[src/rtl/fp_exp_delay.sv]
// LATENCY-deep shift register carrying {valid, index, expected} alongside
// the adder pipeline so each expected value emerges with its DUT result.
module fp_exp_delay #(
   parameter int unsigned LATENCY = 2,
   parameter int unsigned DATA_W  = 32,
   parameter int unsigned ADDR_W  = 8
) (
   input  logic              clk,
   input  logic              reset,
   input  logic              vld_i,
   input  logic [ADDR_W-1:0] idx_i,
   input  logic [DATA_W-1:0] exp_i,
   output logic              vld_o,
   output logic [ADDR_W-1:0] idx_o,
   output logic [DATA_W-1:0] exp_o,
   output logic              pending_o
);

   logic              vld_q [LATENCY];
   logic [ADDR_W-1:0] idx_q [LATENCY];
   logic [DATA_W-1:0] exp_q [LATENCY];

   always_ff @(posedge clk) begin
      if (reset) begin
         for (int unsigned k = 0; k < LATENCY; k++) begin
            vld_q[k] <= 1'b0;
            idx_q[k] <= '0;
            exp_q[k] <= '0;
         end
      end else begin
         vld_q[0] <= vld_i;
         idx_q[0] <= idx_i;
         exp_q[0] <= exp_i;
         for (int unsigned k = 1; k < LATENCY; k++) begin
            vld_q[k] <= vld_q[k-1];
            idx_q[k] <= idx_q[k-1];
            exp_q[k] <= exp_q[k-1];
         end
      end
   end

   assign vld_o = vld_q[LATENCY-1];
   assign idx_o = idx_q[LATENCY-1];
   assign exp_o = exp_q[LATENCY-1];

   // Live entries that have not yet reached the compare stage.
   always_comb begin
      pending_o = 1'b0;
      for (int unsigned k = 0; k < LATENCY - 1; k++) begin
         pending_o = pending_o | vld_q[k];
      end
   end

endmodule

[config.mk]
export PLATFORM = sky130hd
export DESIGN_NAME = fp_exp_delay
export DESIGN_NICKNAME = d
export VERILOG_FILES = /design/src/rtl/fp_exp_delay.sv
export SDC_FILE = /design/constraint.sdc
export NUM_CORES = 1
export LEC_CHECK = 0
export CAP_MARGIN = 25
export CORE_MARGIN = 4
export CORE_UTILIZATION = 40
export DETAILED_ROUTE_END_ITERATION = 7
export PLACE_DENSITY = 0.82
export SYNTH_ARGS = -nofsm -noshare
export SYNTH_HDL_FRONTEND = slang
export SYNTH_SLANG_ARGS = --single-unit
[constraint.sdc]
create_clock -name clk -period 0.8 [get_ports clk]
set_input_delay 0.08 -clock clk [delete_from_list [all_inputs] [get_ports clk]]
set_output_delay 0.08 -clock clk [all_outputs]
set_load 0.02 [all_outputs]
---- Yosys cells after proc, flatten, opt, wreduce, memory -nomap -nowiden ----
Memories as Yosys holds them, arrays and structs flattened.
Index checks and enable logic that the tools add are counted.
storage, ports and cells
  register bits ........................... 0
  bits in writable memories ............... 82
  bits of input ports ..................... 43
  output and inout bits ................... 42
  logic and storage cells ................. 18
  memories ................................ 3
memories
  name   words  width  rd ports  clocked after memory_dff  wr ports  line  source
  exp_q  2      32     2         0                         2         21    logic [DATA_W-1:0] exp_q [LATENCY];
  idx_q  2      8      2         0                         2         20    logic [ADDR_W-1:0] idx_q [LATENCY];
  vld_q  2      1      2         0                         2         19    logic vld_q [LATENCY];
operators by class
  mux-type cells .......................... 9
  bitwise logic cells ..................... 6
operators by type and width
  cell          count
  $mux W32      2
  $mux W8       2
  $or A1 B1 Y1  6
  $mux W1       5

---- Longest topological paths before layout ----
Gate-level depths: netlist (run 1).
  word-level depth ........................ 3
  mapped depth ............................ 3

---- Worst setup path before layout (run 1) ----
Ideal clock, no wire load.
  path type ............................... register to register
  from .................................... memory vld_q[0][0]
  to ...................................... memory vld_q[1][0] (netlist: vld_q[0][1])
  arrival time ............................ 0.566 ns
  required time ........................... 0.738 ns
  setup slack ............................. 0.172 ns
  stages on the path, launching flop included .. 2
  path buffers ............................ 0
  path through ............................ dfxtp_1 > nor2b_2
RTL lines
  element      line
  from (decl)  19

==> summary.txt, run 1 <==
outcome = finished, violations left
failing checks = negative setup slack
Max VDD drop = 1.22 mV
number of global-route vias before repair = 1,383
Final Hold Fails = 0
Worst-Margin Slew = 0.271 ns
Pleak = 1.49 nW
Placed Instance Area = 3330 um2
post-synthesis mux area share = 0%
Final period util = 109%
initial antenna violation count = 0
placed cells = 327
met3 WL = 377 um
IO Count = 85
Seq cells post-synth = 82
Metal-1 WL = 1550 um
final core occ = 56.2%
syn avg cell area = 12.9 um2
FMAX = 1.15 GHz
final slew viol count = 0
highest metal used = met4
Top Family by Delay on Critical Path = flip-flops
minimum clock period = 0.870 ns
Max Fanout on Critical Path = 1
total clock buffers created by CTS = 9
FILL cells = 551
diodes inserted = 0
drt initial violations = 32
crit-path cells = buf_6
R2R setup slack = 0.23 ns
final setup fails = 42
Vias = 1,371
drt wl/cell = 11.7 um
Seq/Total Area, Yosys = 59.6%
Reg clk slew, reported paths = 0.08 ns
Routed Antenna Nets = 0
CP required = 0.72 ns
setup bufs post-CTS = 0
pin count of the biggest net entering global routing = 43
Post-Synth Simple-Gate Area = 25.9%
setup TNS = -2.38 ns
Total GRT Usage = 10.0%
layout cells sized above 1 = 68.5%
H-tree levels = 3
WS Path Type = flip-flop to output pin
largest family of logic cells by synthesized area = simple AND/OR/NAND/NOR gates
XOR/XNOR Fraction of Synth Area = 0%
GP Congestion = 0.642
Port Buffer Count = 84
Final nets = 305
die width = 91.0 um
first-pass GRT wire length = 6420 um
maximum capacitance violations = 0
Core ar. = 6530 um2
Synthesized Nets = 256
clock root cell = clkbuf_8
Longest Clk Path Bufs = 2
Hold Crit Class = input pin to flip-flop
post-synthesis compound-gate area fraction = 0%
drt via density = 3.99
RSZ-0062 raised after global routing = yes
DRC = 0
Final Skew = 0.00564 ns
std cell rows = 29
Final Cell Area = 3670 um2
Distinct cells, synth = 5
drt total wl = 4010 um
area delta synth->final = 33.2%
Slew headroom = 82.0%
met2 routed WL = 2050 um
Worst Path Buf+Inv = 1
CTS tree = done
post-synthesis adder-cell area fraction = 0%
Synth Instances = 213
Clk Latency, worst-skew pair = 0.34 ns
DR pass1 iterations = 3
Initial Utilization = 42.2%
GRT Residual Overflow = 0
non-filler cells, final = 344
Slowest cell on crit path = dfxtp_2
CP max stage delay = 0.33 ns
final hold slack = 0.201 ns
pwr/cell area = 2290 nW/um2
CP endpoint kind = output pin
Die Height = 91.0 um
Synth warnings = 0
Startpoint Class = flip-flop
dpl hpwl = 2730 um
CP arrival = 0.79 ns
Worst Slack Setup Final = -0.0698 ns
clk sink count = 82
Die ar. = 8280 um2
mapped cell area = 2760 um2
==> area by class of cell <==
type / instances / area (um2) / area share [%]
multi-input combinational: 82 / 713 / 19.4
tap: 77 / 96.3 / 2.62
clock inverter: 6 / 90.1 / 2.45
sequential: 82 / 1690 / 46.1
clock buffer: 10 / 138 / 3.75
timing repair buffer: 87 / 941 / 25.6
==> cell families (layout without fill, tap and decap cells) <==
| kind of cell | after synthesis | count (layout) |
|---|---|---|
| AND/OR/NAND/NOR | 82 | 82 |
| flip-flops | 82 | 82 |
| buffers and inverters | 49 | 103 |
==> per-stage QoR <==
| stage | power [mW] | worst slack (ns) |
|---|---|---|
| 2_1_floorplan | 4.92 | 0.172 |
| 3_3_place_gp | 5.17 | -0.186 |
| 3_5_place_dp | 5.19 | -0.208 |
| 4_1_cts | 8.55 | -0.0895 |
| 5_1_grt | 8.80 | -0.118 |
| 6_report | 8.40 | -0.0698 |
==> synth_stat cells <==
cell	count	area [um2]
nor2b_1	2	12.5
dfxtp_1	82	1640
buf_4	40	300
buf_6	9	101
nor2b_2	80	701
==> flip-flops by register name (all words and copies together) (netlist names) <==
| name | flops |
|---|---|
| exp_q | 64 |
| idx_q | 16 |
| vld_q | 2 |
==> repair_timing <==
action                                 in CTS  in global routing
setup endpoints to repair                  42                 42
endpoints found under the hold margin       3                  0
gates resized for setup                   294                  0
hold buffers                                1                  0
pin swaps                                   0                  0
==> cell usage in the layout (no fill, tap or decap) <==
cell	netlist	routed
clkinvlp_4	0	1
bufinv_16	0	2
nor2b_1	2	2
clkbuf_8	0	10
clkinv_4	0	2
dfxtp_1	82	40
dlygate4sd3_1	0	1
buf_12	0	2
buf_4	40	1
nor2b_2	80	80
clkdlybuf4s50_1	0	41
dfxtp_2	0	42
buf_6	9	42
clkinv_2	0	1
==> metal layers <==
layer | global-route usage (%) | vias up
li1 | - | 693
met1 | 9.75 | 621
met2 | 17.2 | 52
met3 | 6.03 | 5
met4 | 4.15 | 0
met5 | 0 | -
==> power by group <==
group          total, mW  internal (mW)  switching [mW]
clock               3.26           1.85            1.42
sequential          4.34           4.29          0.0569
combinational      0.793          0.500           0.293
total               8.40           6.63            1.77
==> path summary, 6_finish.rpt <==
check                          start                       to  cells past startpoint
max reg2reg   vld_q[0][0]$_SDFF_PP0_   vld_q[0][1]$_SDFF_PP0_                      1
min reg2reg   exp_q[0][0]$_SDFF_PP0_  exp_q[0][32]$_SDFF_PP0_                      1
min                            reset   vld_q[0][0]$_SDFF_PP0_                      3
max          exp_q[0][58]$_SDFF_PP0_                exp_o[26]                      1
Note: power is estimated with default switching activity, not from simulation.
==> inputs of run 2 (changes only) <==
--- a/config.mk
+++ b/config.mk
@@ -13,3 +13,4 @@
 export SYNTH_ARGS = -nofsm -noshare
 export SYNTH_HDL_FRONTEND = slang
 export SYNTH_SLANG_ARGS = --single-unit
+export TNS_END_PERCENT = 20
==> run 2 against run 1 <==
Compared with the run above: the run still ends with negative setup slack left; worst hold slack barely moved; clock skew stayed put; global-route usage hardly changed; sequential share of layout area unchanged; register-to-register slack about the same; worst setup slack unchanged; sequential cell count unchanged; power barely moved; via count is the same; first-iteration DRC count stayed put; die area is the same; sequential power hardly changed.
==> summary.txt, run 2 (synthesis gave the netlist of run 1 again) <==
Routed Antenna Nets = 0 (unchanged)
final core occ = 56.2% (unchanged)
Longest Clk Path Bufs = 2 (unchanged)
Min-Delay Startpoint = reset
crit-path cells = buf_6
Max Fanout on Critical Path = 1 (unchanged)
WHS Endpoint = vld_q[0][0]$_SDFF_PP0_
FF-to-FF End = vld_q[0][1]$_SDFF_PP0_
hold path cells = 3 (unchanged)
Clk Latency, worst-skew pair = 0.34 ns (about the same)
area delta synth->final = 33.2% (unchanged)
CP max stage delay = 0.33 ns (about the same)
drt wl/cell = 11.7 um (unchanged)
first-pass GRT wire length = 6400 um (-0.22%)
multi-input logic area = 713 um2 (unchanged)
most frequent cells in the layout = nor2b_2, dfxtp_2, buf_6
drt initial violations = 32 (unchanged)
Final Cell Area = 3670 um2 (unchanged)
outcome = finished, violations left
Top Family by Delay on Critical Path = flip-flops
Max VDD drop = 1.22 mV (unchanged)
Die Height = 91.0 um (unchanged)
final setup fails = 42 (unchanged)
pin count of the biggest net entering global routing = 43 (unchanged)
IO Count = 85 (unchanged)
reg-to-reg startpoint = vld_q[0][0]$_SDFF_PP0_
DRC = 0 (unchanged)
Slowest cell on crit path = dfxtp_2
Slew headroom = 82.0% (unchanged)
commonest non-fill, non-tap cell in the layout = nor2b_2
initial antenna violation count = 0 (unchanged)
total clock buffers created by CTS = 9 (unchanged)
Core ar. = 6530 um2 (unchanged)
Worst-Margin Slew = 0.271 ns (unchanged)
reg2reg path depth = 1 (unchanged)
Final Skew = 0.00564 ns (unchanged)
drt total wl = 4010 um (unchanged)
max reg flops = 64 (unchanged)
R2R setup slack = 0.23 ns (about the same)
die width = 91.0 um (unchanged)
DR pass1 iterations = 3 (unchanged)
Largest regs = exp_q x64, idx_q x16, vld_q x2
CP required = 0.72 ns (about the same)
FILL cells = 551 (unchanged)
Final Hold Fails = 0 (unchanged)
Final period util = 109% (unchanged)
Pwr Total = 8.40 mW (about the same)
Startpoint Class = flip-flop
Initial Utilization = 42.2% (unchanged)
Vias = 1,371 (unchanged)
Port Buffer Count = 84 (unchanged)
CP arrival = 0.79 ns (about the same)
setup TNS = -2.38 ns (-0.0000400 ns)
Final nets = 305 (unchanged)
Hold Crit Class = input pin to flip-flop
final hold slack = 0.201 ns (+0.0000790 ns)
Reg clk slew, reported paths = 0.08 ns (about the same)
CP endpoint kind = output pin
Worst Slack Setup Final = -0.0698 ns (unchanged)
clk sink count = 82 (unchanged)
CTS tree = done
clock root cell = clkbuf_8
sequential cell area = 1690 um2 (unchanged)
number of global-route vias before repair = 1,377 (-0.43%)
FMAX = 1.15 GHz (unchanged)
layout cells sized above 1 = 68.5% (unchanged)
H-tree levels = 3 (unchanged)
Die ar. = 8280 um2 (unchanged)
Largest Register = exp_q
RSZ-0062 raised after global routing = yes
WS Path Type = flip-flop to output pin
setup bufs post-CTS = 0 (unchanged)
GP Congestion = 0.642 (unchanged)
std cell rows = 29 (unchanged)
dpl hpwl = 2730 um (unchanged)
final slew viol count = 0 (unchanged)
Pleak = 1.49 nW (unchanged)
pwr/cell area = 2290 nW/um2 (about the same)
Total GRT Usage = 9.99% (-0.017 points)
GRT Residual Overflow = 0 (unchanged)
Placed Instance Area = 3330 um2 (unchanged)
minimum clock period = 0.870 ns (unchanged)
maximum capacitance violations = 0 (unchanged)
drt via density = 3.99 (unchanged)
diodes inserted = 0 (unchanged)
Worst Path Buf+Inv = 1 (unchanged)
failing checks = negative setup slack
## run 2: cell counts in the layout (fill, tap and decap cells not counted)
Identical to the previous run, type by type.
## run 2: how the worst max path moves through the flow
stage	cells past startpoint	slack (ns)	start	to
after floorplan	1	0.17	vld_q[0][0]$_SDFF_PP0_	vld_q[0][1]$_SDFF_PP0_
after global placement	1	-0.19	exp_q[0][33]$_SDFF_PP0_	exp_o[1]
after detailed placement	1	-0.21	exp_q[0][41]$_SDFF_PP0_	exp_o[9]
after CTS	1	-0.09	exp_q[0][41]$_SDFF_PP0_	exp_o[9]
after global routing	1	-0.12	vld_q[0][0]$_SDFF_PP0_	pending_o
final	1	-0.07	exp_q[0][58]$_SDFF_PP0_	exp_o[26]
## run 2: layer usage
layer	routed length, um	track usage [%]
met3	383	6.03
met5	0	0
met1	1540	9.70
met2	2050	17.2
met4	36	4.15
## run 2: power breakdown
part | switching [mW] | internal, mW | total [mW]
Combinational | 0.293 | 0.500 | 0.793
Clock | 1.42 | 1.85 | 3.26
Sequential | 0.0569 | 4.29 | 4.34
## run 2: area by class of cell
type,count,area share [%]
clock buffer,10,3.75
clock inverter,6,2.45
multi-input combinational,82,19.4
sequential,82,46.1
tap,77,2.62
timing repair buffer,87,25.6
## run 2: stage by stage
step                      cells  worst slack, ns
after global routing        344           -0.118
final                       344          -0.0698
after CTS                   344          -0.0895
after global placement      327           -0.186
after floorplan             213            0.172
after detailed placement    327           -0.208
## run 2: repair_timing
item | CTS | global route
gates resized for setup | 292 | 2
endpoints found under the setup margin | 42 | 42
endpoints found under the hold margin | 3 | 0
hold buffers | 1 | 0
